$ cat src/rtl/sync_fifo_core.sv
// sync_fifo_core: single-clock byte FIFO with full/empty status.
// Ports: clk, reset (async low), write_en, read_en, data_in, data_out, full, empty.
module sync_fifo_core #(
  parameter int DATA_WIDTH = 8,
  parameter int DEPTH      = 8,
  parameter int ADDR_WIDTH = $clog2(DEPTH)
) (
  input  logic                  clk,
  input  logic                  reset,
  input  logic                  write_en,
  input  logic                  read_en,
  input  logic [DATA_WIDTH-1:0] data_in,
  output logic [DATA_WIDTH-1:0] data_out,
  output logic                  full,
  output logic                  empty
);

  localparam logic [ADDR_WIDTH:0] FULL_CNT = (ADDR_WIDTH+1)'(DEPTH);

  logic [DATA_WIDTH-1:0] mem [DEPTH];
  logic [ADDR_WIDTH-1:0] wr_ptr;
  logic [ADDR_WIDTH-1:0] rd_ptr;
  logic [ADDR_WIDTH:0]   count;
  logic                  rd_acc;
  logic                  wr_acc;

  assign full  = (count == FULL_CNT);
  assign empty = (count == '0);

  // A concurrent read frees the slot a full FIFO would otherwise refuse.
  assign rd_acc = read_en && !empty;
  assign wr_acc = write_en && (!full || rd_acc);

  // Array is not reset; holding off writes during reset keeps it untouched.
  always_ff @(posedge clk) begin
    if (wr_acc && reset) begin
      mem[wr_ptr] <= data_in;
    end
  end

  always_ff @(posedge clk or negedge reset) begin
    if (!reset) begin
      wr_ptr   <= '0;
      rd_ptr   <= '0;
      count    <= '0;
      data_out <= '0;
    end else begin
      if (wr_acc) begin
        wr_ptr <= wr_ptr + 1'b1;
      end
      if (rd_acc) begin
        rd_ptr   <= rd_ptr + 1'b1;
        data_out <= mem[rd_ptr];
      end
      unique case (1'b1)
        (wr_acc && !rd_acc): count <= count + 1'b1;
        (rd_acc && !wr_acc): count <= count - 1'b1;
        default:             count <= count;
      endcase
    end
  end

endmodule

$ cat config.mk
export PLATFORM = sky130hd
export DESIGN_NAME = sync_fifo_core
export DESIGN_NICKNAME = d
export VERILOG_FILES = /design/src/rtl/sync_fifo_core.sv
export SDC_FILE = /design/constraint.sdc
export NUM_CORES = 1
export LEC_CHECK = 0
export CELL_PAD_IN_SITES_DETAIL_PLACEMENT = 0
export CELL_PAD_IN_SITES_GLOBAL_PLACEMENT = 1
export CORE_MARGIN = 2
export CORE_UTILIZATION = 48
export DETAILED_ROUTE_END_ITERATION = 8
export PLACE_DENSITY = 0.74
export SYNTH_ARGS = -nofsm -noshare
export SYNTH_HDL_FRONTEND = slang
export SYNTH_SLANG_ARGS = --single-unit
$ cat constraint.sdc
create_clock -name clk -period 2.3 [get_ports clk]
set_input_delay 0.575 -clock clk [delete_from_list [all_inputs] [get_ports clk]]
set_output_delay 0.575 -clock clk [all_outputs]
set_load 0.02 [all_outputs]
==> flow_summary.ini, run 1 <==
[status]
outcome = finished clean

[die]
die_w_um = 88.0
core-area_um2 = 6830
rows = 30
start_util_pct = 49.6
io_pins = 22
die_h_um = 88.0
die_area_um2 = 7750

[synth]
syn_inst = 211
yosys-top-cells-area = edfxtp_1 57%, dfrtp_1 13%, mux2i_1 5.3%
ys_warn_count = 0
netlist.area_leader.share_pct = 56.7
synth-main-ff-cell = edfxtp_1
syn_nets = 228
syn_area_um2 = 3390
yosysTopAreaCell = edfxtp_1
synth_edf_count = 64
yosysSeqAreaShare_pct = 70.0
yosysUniqueCellTypes = 36
synth.avg_cell_area_um2 = 16.1
ys_ff_latch = 82
async_reset_ff_share_pct = 22.0

[pwr]
fin_total_pwr_w = 0.00485
irDropWorstVdd_uv = 552
leakagePower_nw = 1.52
powerDensity_nw_per_um2 = 1180

[route]
ant_nets = 0
vias = 1860
wirelength_mm = 6.25
drc = 0
viasPerCell = 5.18
dr.pass1.iters = 4
drt_iter0_drc = 76
wl_per_cell_um = 17.4

[sta]
min_period_ps = 2220
finalSetupViolCount = 0
fmax_mhz = 450
finClkSkew_ps = 6.34
hold_viol = 0
worst_pin_slew_ps = 683
relSlewSlack_pct = 54.3
finalCritPeriodShare_pct = 96.6
drv_slew = 0

[critical_path]
worstPathRequired_ps = 2560
crit_path_start_kind = input pin
path_class = in -> reg
cp.arrival_ps = 2480
cp_cell_sequence = clkdlybuf4s50_1 -> o41ai_4 -> or2_1 -> inv_1 -> ha_4 -> a21o_1 -> a21oi_2 -> mux2i_1 -> xor2_1
worstPathMaxFanout = 2
rr_worst_depth = 9
cp_num_buf_inv = 2
critical_path_depth = 9
max_stage_delay_ps = 530
path_delay_family = buffers and inverters
slowest_stage = clkdlybuf4s50_1
endpoint_kind = register

[layout]
drive_gt1_share_pct = 20.2
stdcell_count = 359
final_common_cell = edfxtp_1
syn_to_final_growth_pct = 21.3
multi_input_area_um2 = 1000
fillerInstances = 546
design_area_um2 = 4110
diodes = 0
utilization_pct = 60.2
seq_area_um2 = 2370
layout.nets = 275
layout_common_cells = 64 x edfxtp_1, 22 x buf_4, 19 x clkdlybuf4s50_1

[run]
drv_cap = 0

[global_route]
grt_pass1_wl_mm = 9.80
antenna_found_initial = 0
grt_max_degree = 35
grt_pass1_vias = 1866
grt_usage_pct = 18.1
gr-total-overflow = 0

[clocking]
clkTransAtPathRegs_ps = 70
post_cts_buffers = 0
hold_buffers = 0
cts_tree = done
htreeDepth = 3
clock_latency_ps = 340
cts_buffer_depth = 2
clock_sinks = 82
clockRootBuffer = clkbuf_8
cts_buffers = 9

[place]
dpl_cell_area_um2 = 3870
place_hpwl_mm = 4.02
gp_congestion = 0.730
portBuffers = 21
placed_cells = 343

[hold_path]
worstHoldPathCells = 2
hold_path_class = reg -> reg
[repair_timing]
item | in CTS | in global routing
pin swaps | 0 | 4
endpoints found under the setup margin | 3 | 2
hold endpoints to repair | 0 | 0
resized for setup | 3 | 5
[cell usage after synthesis (5+ instances only)]
cell type / count
dfrtp_1: 18
mux2_1: 13
xnor2_1: 5
a221o_1: 8
o21ai_1: 8
edfxtp_1: 64
mux2i_1: 18
o22ai_1: 8
nand2_1: 16
nor2_1: 7
mux2_2: 5
[worst paths after layout]
| path | from | endpoint | slack [ps] |
|---|---|---|---|
| setup / recovery | read_en | count[3] | 80 |
| hold / removal | data_out[0] | data_out[0] | 490 |
| setup reg to reg | count[1] | count[3] | 110 |
| hold reg to reg | data_out[0] | data_out[0] | 490 |
| max in group asynchronous | reset | data_out[3] | 1480 |
| min in group asynchronous | reset | wr_ptr[1] | 560 |
[metal layers]
| metal | up-vias | global-route usage, % | part of all wire, % |
|---|---|---|---|
| li1 | 901 | - | - |
| met1 | 919 | 23.5 | 44 |
| met2 | 31 | 29.7 | 51 |
| met3 | 9 | 3.58 | 2.9 |
| met4 | 0 | 7.85 | 1.9 |
| met5 | - | 0 | 0 |
[cell type report]
type                       count  share of cell area [%]
sequential                    82                    57.7
multi-input combinational    116                    24.4
timing repair buffer          44                    9.47
clock buffer                  14                    4.23
tap                           96                    2.92
clock inverter                 2                   0.852
inverter                       5                   0.457
[cells by family after synthesis]
logic type               synth area share (%)
AO/OA/AOI/OAI                            7.12
buffers and inverters                    2.25
AND/OR/NAND/NOR                          5.21
flip-flops                               70.0
multiplexers                             11.3
XOR/XNOR                                 2.07
adder cells (fa/ha/maj)                  2.07
[registers in the layout (all words and copies together), names as in the netlist]
| signal | count |
|---|---|
| mem | 64 |
| wr_ptr | 3 |
| rd_ptr | 3 |
| data_out | 8 |
| count | 4 |
[per-stage QoR]
step / setup slack (ps) / setup TNS, ps / hold slack (ps)
after floorplan: 185 / 0 / 279
after global placement: -144 / -249 / 467
after detailed placement: -291 / -446 / 479
after CTS: 4.97 / 0 / 498
after global routing: -8.20 / -8.20 / 539
final: 77.6 / 0 / 488
[where the power goes]
group          internal (W)  switching [W]
combinational      0.000842       0.000920
clock              0.000598       0.000469
sequential          0.00185       0.000170
[tightest hold or removal path, delay by kind of cell (launching register included)]
family             cells  cell delay, ps
AOI/OAI and AO/OA      1              60
DFF                    1             340
and+or+nand+nor        1              50
No activity file was read; power rests on OpenSTA's default activity.
==> inputs of run 2 (changes only) <==
--- a/config.mk
+++ b/config.mk
@@ -8,9 +8,9 @@
 export CELL_PAD_IN_SITES_DETAIL_PLACEMENT = 0
 export CELL_PAD_IN_SITES_GLOBAL_PLACEMENT = 1
 export CORE_MARGIN = 2
-export CORE_UTILIZATION = 48
+export CORE_UTILIZATION = 45
 export DETAILED_ROUTE_END_ITERATION = 8
-export PLACE_DENSITY = 0.74
+export PLACE_DENSITY = 0.73
 export SYNTH_ARGS = -nofsm -noshare
 export SYNTH_HDL_FRONTEND = slang
 export SYNTH_SLANG_ARGS = --single-unit
==> constraint.sdc (replaced) <==
create_clock -name clk -period 2 [get_ports clk]
set_input_delay 0.5 -clock clk [delete_from_list [all_inputs] [get_ports clk]]
set_output_delay 0.5 -clock clk [all_outputs]
set_load 0.02 [all_outputs]
==> run 2 against run 1 <==
  * The run now ends with setup timing left
  * Worst setup slack worse by 190 ps
  * Clock-buffer cell count down 5
  * Combinational power up 25%
  * Largest cell class unchanged
  * Worst hold slack worse by 31 ps
  * Non-clock buffer count up 12
  * Clock power up 27%
  * Critical path type is now reg -> reg
  * Sequential power up 16%
==> flow_summary.ini, run 2 (synthesis results as in run 1) <==
[clocking]
clock_latency_ps = 350
clockRootBuffer = clkbuf_8
clock_sinks = 82
clkTransAtPathRegs_ps = 90
cts_buffers = 9
cts_tree = done
cts_buffer_depth = 2
htreeDepth = 3

[layout]
syn_to_final_growth_pct = 27.0
reg_top3 = mem: 64 flops, data_out: 8 flops, count: 4 flops
final_common_cell = edfxtp_1
diodes = 0
layout.nets = 287
drive_gt1_share_pct = 28.0
regMostFlops = mem
design_area_um2 = 4310
layout_common_cells = 64 x edfxtp_1, 26 x buf_4, 18 x mux2i_1, 18 x clkdlybuf4s50_1, 17 x dfrtp_1
stdcell_count = 374
utilization_pct = 59.0
largest_reg_flops = 64

[critical_path]
r2r_start = count[0]
cp_num_buf_inv = 2
max_stage_delay_ps = 410
path_delay_family = compound AO/OA/AOI/OAI gates
crit_path_start_kind = register
cp_cell_sequence = buf_6 -> o41ai_4 -> or2_1 -> inv_2 -> ha_4 -> a21o_1 -> a21oi_2 -> mux2i_1 -> xor2_1
critical_path_depth = 9
worstPathRequired_ps = 2280
path_class = reg -> reg
endpoint_kind = register
worstPathMaxFanout = 2
r2r_slack_ps = -110
critical_path.startpoint = count[0]
reg2reg_to = count[3]
cp.arrival_ps = 2390
rr_worst_depth = 9
slowest_stage = dfrtp_1

[route]
vias = 1881
wl_per_cell_um = 15.9
wirelength_mm = 5.94
ant_nets = 0
viasPerCell = 5.03
drc = 0
drt_iter0_drc = 67
dr.pass1.iters = 4

[pwr]
powerDensity_nw_per_um2 = 1370
leakagePower_nw = 1.62
fin_total_pwr_w = 0.00590
irDropWorstVdd_uv = 451

[sta]
fmax_mhz = 474
final.setup.tns_ps = -220
worst_pin_slew_ps = 520
rsz0062_at_grt = true
finClkSkew_ps = 7.01
relSlewSlack_pct = 65.2
min_period_ps = 2110
finalSetupViolCount = 3
hold_viol = 0
finalCritPeriodShare_pct = 105
post-route-worst-setup-slack_ps = -109
drv_slew = 0

[global_route]
gr-total-overflow = 0
grt_max_degree = 35
use_met3_pct = 3.76
grtUsageMet1_pct = 20.4
grt_pass1_wl_mm = 9.71
top_usage_layer = met2
grt_usage_pct = 15.9
antenna_found_initial = 0
grt_pass1_vias = 1944
grt_use_met2_pct = 26.1

[status]
outcome = finished with violations
violations = setup timing

[die]
start_util_pct = 46.5
rows = 31
io_pins = 22
core-area_um2 = 7290
die_w_um = 90.8
die_h_um = 90.8
die_area_um2 = 8240

[place]
place_hpwl_mm = 3.89
portBuffers = 21
placed_cells = 351
dpl_cell_area_um2 = 3910
gp_congestion = 0.786

[hold_path]
hold_path_class = in -> async

[run]
drv_cap = 0
-- run 2: stage by stage --
stage / hold slack, ps / worst slack, ps
detailed placement: 474 / -503
CTS: 449 / -149
finish: 457 / -109
floorplan: 204 / -23.6
global placement: 466 / -414
global route: 460 / -247
-- run 2: per-layer routing --
layer / vias up / part of all wire, %
li1: 931 / -
met1: 911 / 45
met2: 28 / 50
met3: 11 / 2.9
met4: 0 / 2.0
met5: - / 0
-- run 2: final cells by class --
cell class / instances / area [um^2]
clock buffers: 9 / 124
clock inverters: 7 / 106
fillers: 577 / 2990
inverters: 5 / 18.8
multi-input cells: 116 / 1040
flip-flops and latches: 82 / 2370
well taps: 99 / 124
repair buffers: 56 / 517
-- run 2: repair_timing --
action | CTS | global route
endpoints found under the setup margin | 14 | 36
hold buffers | 0 | 0
endpoints found under the hold margin | 0 | 0
setup buffers | 5 | 4
resized for setup | 14 | 24
pin swaps | 5 | 9
-- run 2: power by group --
part | leakage (nW) | internal, W | switching, W
logic | 0.708 | 0.00111 | 0.00109
clock network | 0.117 | 0.000729 | 0.000631
registers | 0.790 | 0.00213 | 0.000205
-- run 2: worst max-delay path by stage --
stage,to,slack [ps]
final,count[3],-110
after global routing,count[3],-250
after CTS,count[3],-150
after detailed placement,count[3],-500
after global placement,count[3],-410
after floorplan,mem[2][0],-20
